**src/rtl/bitslip_align_pkg.sv**
```systemverilog
// Shared types and constants for the bitslip word-alignment controller.
package bitslip_align_pkg;

  typedef enum logic [2:0] {
    ST_IDLE,
    ST_WAIT,
    ST_CHECK,
    ST_SLIP,
    ST_LOCKED,
    ST_FAIL
  } align_state_t;

  localparam logic [7:0] DEFAULT_TRAIN_PATTERN = 8'hF0;

  localparam int SETTLE_W = 4;
  localparam int MATCH_W  = 8;
  localparam int SLIP_W   = 4;
  localparam int LOSS_W   = 8;

endpackage

```
**src/rtl/bitslip_align_loss_monitor.sv**
```systemverilog
// Lock-loss watchdog: counts consecutive non-training words while locked and
// flags the mismatch that completes a run of LOSS_COUNT of them.
module align_loss_monitor
  import bitslip_align_pkg::*;
#(
  parameter logic [7:0] TRAIN_PATTERN = DEFAULT_TRAIN_PATTERN,
  parameter int         LOSS_COUNT    = 4
) (
  input  logic       CLK,
  input  logic       RST,
  input  logic       i_active,
  input  logic [7:0] i_data,
  output logic       o_loss_hit
);

  localparam logic [LOSS_W-1:0] LOSS_LAST = LOSS_W'(LOSS_COUNT - 1);

  logic [LOSS_W-1:0] r_loss;
  logic              w_mismatch;

  assign w_mismatch = (i_data != TRAIN_PATTERN);
  assign o_loss_hit = i_active && w_mismatch && (r_loss == LOSS_LAST);

  // Leaving LOCKED always restarts the count from zero.
  always_ff @(posedge CLK) begin
    if (RST || !i_active || !w_mismatch || o_loss_hit) begin
      r_loss <= '0;
    end else begin
      r_loss <= r_loss + LOSS_W'(1);
    end
  end

endmodule

```
**src/rtl/bitslip_align.sv**
```systemverilog
// Word-alignment controller for an 8-bit deserializer: slips until the training
// pattern is seen MATCH_COUNT times in a row. Optional lock-loss re-alignment
// is enabled with `define BITSLIP_ALIGN_MONITOR_EN.
module bitslip_align
  import bitslip_align_pkg::*;
#(
  parameter logic [7:0] TRAIN_PATTERN = DEFAULT_TRAIN_PATTERN,
  parameter int         SETTLE_CYCLES = 4,
  parameter int         MATCH_COUNT   = 16,
  parameter int         MAX_SLIPS     = 8,
  parameter int         LOSS_COUNT    = 4
) (
  input  logic       CLK,
  input  logic       RST,
  input  logic       start,
  input  logic [7:0] data_i,
  output logic       bitslip,
  output logic       locked,
  output logic       fail,
  output logic [3:0] slip_count,
  output logic [7:0] data_o,
  output logic       data_valid
);

  localparam logic [SETTLE_W-1:0] SETTLE_LOAD = SETTLE_W'(SETTLE_CYCLES);
  localparam logic [MATCH_W-1:0]  MATCH_LAST  = MATCH_W'(MATCH_COUNT - 1);
  localparam logic [SLIP_W-1:0]   SLIP_MAX    = SLIP_W'(MAX_SLIPS);

  if (SETTLE_CYCLES < 1 || SETTLE_CYCLES > 15) begin : g_bad_settle
    $error("SETTLE_CYCLES out of range 1..15");
  end
  if (MATCH_COUNT < 1 || MATCH_COUNT > 255) begin : g_bad_match
    $error("MATCH_COUNT out of range 1..255");
  end
  if (MAX_SLIPS < 1 || MAX_SLIPS > 15) begin : g_bad_slips
    $error("MAX_SLIPS out of range 1..15");
  end
  if (LOSS_COUNT < 1 || LOSS_COUNT > 255) begin : g_bad_loss
    $error("LOSS_COUNT out of range 1..255");
  end

  align_state_t        r_state, w_state_nxt;
  logic [SETTLE_W-1:0] r_settle, w_settle_nxt;
  logic [MATCH_W-1:0]  r_match, w_match_nxt;
  logic [SLIP_W-1:0]   r_slip_cnt, w_slip_nxt;
  logic [7:0]          r_data_o;
  logic                r_data_valid;
  logic                w_word_match;
  logic                w_loss_hit;
  logic                w_restart;

  assign w_word_match = (data_i == TRAIN_PATTERN);

`ifdef BITSLIP_ALIGN_MONITOR_EN
  align_loss_monitor #(
    .TRAIN_PATTERN (TRAIN_PATTERN),
    .LOSS_COUNT    (LOSS_COUNT)
  ) u_loss_monitor (
    .CLK        (CLK),
    .RST        (RST),
    .i_active   (r_state == ST_LOCKED),
    .i_data     (data_i),
    .o_loss_hit (w_loss_hit)
  );
`else
  assign w_loss_hit = 1'b0;
`endif

  // NOTE: every next-value is given a default before the case so no path
  // leaves one unassigned, which would otherwise infer a latch.
  always_comb begin
    w_state_nxt  = r_state;
    w_settle_nxt = r_settle;
    w_match_nxt  = r_match;
    w_slip_nxt   = r_slip_cnt;
    w_restart    = 1'b0;

    case (r_state)
      ST_IDLE, ST_FAIL: w_restart = start;
      ST_LOCKED:        w_restart = start | w_loss_hit;
      ST_WAIT: begin
        if (r_settle <= SETTLE_W'(1)) begin
          w_state_nxt = ST_CHECK;
          w_match_nxt = '0;
        end else begin
          w_settle_nxt = r_settle - SETTLE_W'(1);
        end
      end
      ST_CHECK: begin
        if (w_word_match) begin
          if (r_match == MATCH_LAST) begin
            w_state_nxt = ST_LOCKED;
          end else begin
            w_match_nxt = r_match + MATCH_W'(1);
          end
        end else if (r_slip_cnt == SLIP_MAX) begin
          w_state_nxt = ST_FAIL;
        end else begin
          // Count lands with the SLIP state so both show in the pulse cycle.
          w_state_nxt = ST_SLIP;
          w_slip_nxt  = r_slip_cnt + SLIP_W'(1);
        end
      end
      ST_SLIP: begin
        w_state_nxt  = ST_WAIT;
        w_settle_nxt = SETTLE_LOAD;
      end
      default: w_state_nxt = ST_IDLE;
    endcase

    if (w_restart) begin
      w_state_nxt  = ST_WAIT;
      w_settle_nxt = SETTLE_LOAD;
      w_slip_nxt   = '0;
    end
  end

  // NOTE: sequential state uses non-blocking assignments so every register
  // samples pre-edge values regardless of statement order.
  always_ff @(posedge CLK) begin
    if (RST) begin
      r_state      <= ST_IDLE;
      r_settle     <= '0;
      r_match      <= '0;
      r_slip_cnt   <= '0;
      r_data_o     <= '0;
      r_data_valid <= 1'b0;
    end else begin
      r_state      <= w_state_nxt;
      r_settle     <= w_settle_nxt;
      r_match      <= w_match_nxt;
      r_slip_cnt   <= w_slip_nxt;
      r_data_o     <= data_i;
      r_data_valid <= (r_state == ST_LOCKED);
    end
  end

  assign bitslip    = (r_state == ST_SLIP);
  assign locked     = (r_state == ST_LOCKED);
  assign fail       = (r_state == ST_FAIL);
  assign slip_count = r_slip_cnt;
  assign data_o     = r_data_o;
  assign data_valid = r_data_valid;

endmodule
```
**config.mk**
```make
export PLATFORM = sky130hd
export DESIGN_NAME = bitslip_align
export DESIGN_NICKNAME = d
export VERILOG_FILES = /design/src/rtl/bitslip_align_pkg.sv /design/src/rtl/bitslip_align_loss_monitor.sv /design/src/rtl/bitslip_align.sv
export SDC_FILE = /design/constraint.sdc
export NUM_CORES = 1
export LEC_CHECK = 0
export BUFFER_PORTS_ARGS = -buffer_cell sky130_fd_sc_hd__buf_2
export CAP_MARGIN = 10
export CORE_UTILIZATION = 40
export CTS_BUF_LIST = sky130_fd_sc_hd__clkbuf_16
export DETAILED_ROUTE_END_ITERATION = 10
export PLACE_DENSITY_LB_ADDON = 0.08
export REMOVE_ABC_BUFFERS = 1
export SLEW_MARGIN = 20
export SYNTH_ARGS = -nofsm -noshare
export SYNTH_HDL_FRONTEND = slang
export SYNTH_HIERARCHICAL = 1
export SYNTH_SLANG_ARGS = --single-unit
```
**constraint.sdc**
```tcl
create_clock -name CLK -period 1.8 [get_ports CLK]
set_input_delay 0.45 -clock CLK [delete_from_list [all_inputs] [get_ports CLK]]
set_output_delay 0.45 -clock CLK [all_outputs]
set_load 0.01 [all_outputs]
```
Yosys cells after proc, flatten, opt, wreduce, memory -nomap -nowiden
Index checks and enable logic that the tools add are counted.
Widths: inputs -> output; s select.
{"block": "op_classes", "add_sub_neg": 3, "n_mux": 14, "magnitude_cmp": 1, "n_reduce_logical": 12, "n_bitwise": 3, "eq_ne": 17}
{"operator": "$mux 8", "n": 3}
{"operator": "$pmux 8 s2", "n": 1}
{"operator": "$mux 3", "n": 5}
{"operator": "$pmux 3 s4", "n": 1}
{"operator": "$ne 3x3->1 const B", "n": 3}
{"operator": "$reduce_and 3->1", "n": 3}
{"operator": "$add 8x1->8 const B", "n": 1}
{"operator": "$eq 8x4->1 const B", "n": 1}
{"operator": "$eq 8x8->1 const B", "n": 1}
{"operator": "$ne 2x2->1 const B", "n": 4}
{"operator": "$pmux 4 s2", "n": 1}
{"operator": "$eq 3x2->1 const B", "n": 2}
{"operator": "$eq 3x3->1 const B", "n": 2}
{"operator": "$add 4x1->4 const B", "n": 1}
{"operator": "$eq 4x4->1 const B", "n": 1}
{"operator": "$le 4x1->1 const B", "n": 1}
{"operator": "$mux 4", "n": 1}
{"operator": "$ne 4x4->1 const B", "n": 1}
{"operator": "$reduce_and 2->1", "n": 2}
{"operator": "$reduce_and 4->1", "n": 1}
{"operator": "$reduce_bool 2->1", "n": 2}
{"operator": "$sub 4x1->4 const B", "n": 1}
{"operator": "$eq 3x1->1 const B", "n": 1}
{"operator": "$logic_not 3->1", "n": 1}
{"operator": "6 further kinds", "n": 9}
{"block": "word_totals", "word_cells": 58, "output_inout_bits": 16, "regBits": 28, "in_bits": 11}

Depth between registers and ports, before layout
{"block": "depth", "depth_word": 5, "mapped_depth": 8, "mapped_depth_nobuf": 7}

Worst setup path after synthesis
No wires, ideal clock.
{"block": "synth_timing", "path_type": "input to register", "from": "input data_i[1]", "to": "register r_match[4]", "required_time_ns": 1.730, "arrival_time_ns": 1.835, "setup_time_ns": 0.070, "stages": 6, "slack_ns": -0.105, "n_path_buf": 1, "cell_sequence": "or4_4 -> nor2_4 -> o221ai_2 -> buf_2 -> or3_1 -> a21oi_1"}
{"block": "synth_between", "elab_chain_len": 3}
{"element": "start: declaration", "line": "bitslip_align.sv:16", "source": "input logic [7:0] data_i,"}
{"element": "$eq 8x8->1", "line": "bitslip_align.sv:52", "source": "assign w_word_match = (data_i == TRAIN_PATTERN);"}
{"element": "$ne 2x2->1 (no source line)"}
{"element": "$reduce_and 4->1 (no source line)"}
{"element": "end signal: assignment", "line": "bitslip_align.sv:131", "source": "r_match <= w_match_nxt;"}
{"element": "end: declaration", "line": "bitslip_align.sv:44", "source": "logic [MATCH_W-1:0] r_match, w_match_nxt;"}
Every way passes these cells.
A chain may end at the register's enable or synchronous reset.

Worst setup path in the final report
{"block": "layout_timing", "from": "input data_i[1]", "to": "register r_match[3]"}
Same word-level chain as after synthesis.

==> qor.txt <==
Fmax: 557 MHz
Syn_area_per_cell: 8.47 um2
Vias: 1,253
Drt pass-1 iters: 4
Worst R2R Setup Slack: 0.04 ns
Crit-path slowest cell: or4_4
Largest stage delay, worst path: 0.55 ns
Die ar.: 3540 um2
Most used DFF post-synth: dfxtp_1
Die width: 59.5 um
CP cell instances: buf_6 > or4_4 > nor2_4 > o221ai_4 > buf_6 > or3_4 > a21oi_2
Layout cell share with drive strength beyond 1: 0.348
DRC viols: 0
CP Max Fanout: 5
Post-synth EDFFs: 0
Iter 0 DRT Violations: 49
Final hold violation count: 0
Core Footprint: 3100 um2
P_leak: 0.720 nW
Routed wire length: 3060 um
WL/cell: 12.5 um
Hold_sp: data_i[5]
Register area share after synthesis: 0.424
Post-CTS setup buffer count: 0
WS Path Type: input pin to flop
Worst R2R End: r_match[3]
Cell variety after synth: 35
Min Clock Period, post-route: 1.80 ns
CTS tree: built
Crit path top cell by count: buf_6
Critical Path End: r_match[3]
TritonCTS Buffers: 3
Status: completed
Via-per-instance ratio: 5.11
Layout Utilization: 0.581
# port buffers: 26
Worst clock skew: 0.00460 ns
Post-DP HPWL: 2230 um
RR Startpoint: r_match[0]
Yosys warns: 6
Row count: 20
Tot Pwr: 0.00152 W
Worst Hold Class: input pin to flop
Nets@finish: 218
Largest net degree at the start of global routing: 16
Congestion Overflow GR: 0
CTS root buffer: clkbuf_16
Max VDD drop: 0.000427 V
DP Cell Count: 240
# IOs: 27
Cell Area, Synth: 1320 um2
Setup TNS: 0 ns
# setup viols final: 0
CP Data Arrival Time: 2.00 ns
RSZ-0062 raised after global routing: yes
Clock transition at path regs: 0.07 ns
Vias in the first global route: 1,182
Reg2Reg Depth: 7
WP data required: 2.00 ns
Tot GR Track Use: 0.187
Clock sink count: 28
Max-Cap Viols: 0
Die height: 59.5 um
Skew-Pair Late Insertion Delay: 0.26 ns
Final Max Slew Viols: 0
Synth Instances: 156
Pwr dens: 844 nW/um2
Worst setup EP type: flop
Antenna violations before repair: 0
Crit path launch: data_i[1]
Worst Slack Setup Final: 0.00339 ns
Routability cong.: 0.780
FFs w/ async S/R, synth: 0
Fin crit share: 0.998
Initial Util: 0.426
Tightest Pin Transition: 0.457 ns
Rel. slew slack: 0.693
Final std cells w/o fill: 245
Clock buffer depth: 2
Depth of the CTS H-tree: 1
P&R area growth vs syn: 36.5%
Antenna-violating nets left: 0
Antenna diodes: 0
#FFs+latches synth: 28
Post-place setup slack: -0.283 ns
Global-route wire length before repair: 5050 um
Critical Path Source Type: input pin
## worst min-delay path by stage
stage	end	slack [ns]	cells past startpoint
detailed placement	r_match[6]	0.49	2
global route	data_o[1]	0.41	2
global placement	slip_count[3]	0.48	2
floorplan	r_settle[1]	0.45	2
CTS	data_o[5]	0.41	2
finish	data_o[5]	0.41	2
## cell usage after synthesis, drive strengths merged (3+ instances only)
library cell  number  area share
or3                6       0.028
and3               3       0.014
nor2b              9       0.043
nor4               4       0.030
inv                9       0.026
nand2b             3       0.014
o21ai              8       0.030
nand2             12       0.034
clkbuf             3      0.0085
buf                3       0.011
ha                 5       0.047
a21o               3       0.017
a21oi             14       0.053
or4                4       0.026
nor3               4       0.015
dfxtp             28        0.42
nand3              8       0.030
nor2              13       0.043
## sequential cells by signal, indices dropped and copies added (netlist names)
signal      flops
data_o          8
slip_count      4
r_match         8
r_state         3
r_settle        4
data_valid      1
## cell type report
type                            count  area, um2
Clock buffer                        3       75.1
Clock inverter                      1       3.75
Fill cell                         301       1300
Inverter                            9       33.8
Multi-Input combinational cell    113        777
Sequential cell                    28        563
Tap cell                           44       55.1
Timing Repair Buffer               47        295
## timing repair
| action | 4_1_cts | 5_1_grt |
|---|---|---|
| resized for setup | 2 | 19 |
| hold buffers | 0 | 0 |
| hold endpoints to repair | 0 | 0 |
| pin swaps | 0 | 9 |
| cloned | 0 | 1 |
| setup endpoints to repair | 6 | 12 |
## critical path: cells and delay by family
family,cells,cell delay [ns]
AO/OA/AOI/OAI,2,0.26
buffers and inverters,2,0.24
AND/OR/NAND/NOR,3,1.06
## cells by family (layout without fill, tap and decap cells)
family,after synthesis,count (layout),synth area share
simple gates,71,71,0.303
buf+inv,15,60,0.0454
compound gates,33,33,0.152
flops,28,28,0.424
xor+xnor,3,3,0.0199
fa+ha+maj,5,5,0.0473
mux,1,1,0.00758
## metrics by stage
stage	area, um2	hold WS [ns]
final	1800	0.408
after global routing	1800	0.410
after CTS	1720	0.407
after detailed placement	1630	0.490
after global placement	1630	0.483
after floorplan	1290	0.445
## placed cells by master, fill, tap and decap left out, drive strengths merged, types with 5 or more instances in the layout
master / netlist / layout
a21oi: 14 / 14
buf: 3 / 47
dfxtp: 28 / 28
ha: 5 / 5
inv: 9 / 9
nand2: 12 / 12
nand3: 8 / 8
nor2: 13 / 13
nor2b: 9 / 9
o21ai: 8 / 8
or3: 6 / 6
## metal layers
| metal | wire length, um | share of wire | track usage |
|---|---|---|---|
| met5 | 0 | 0 | 0 |
| met2 | 1360 | 0.44 | 0.294 |
| met4 | 39 | 0.013 | 0.0714 |
| met3 | 94 | 0.031 | 0.0284 |
| met1 | 1560 | 0.51 | 0.258 |
## where the power goes
| part | internal [W] | total (W) | switching, W |
|---|---|---|---|
| Clock | 0.000298 | 0.000512 | 0.000214 |
| Combinational | 0.000163 | 0.000330 | 0.000166 |
| Sequential | 0.000650 | 0.000680 | 0.0000292 |
| Total | 0.00111 | 0.00152 | 0.000409 |
Note: power is estimated with default switching activity, not from simulation.
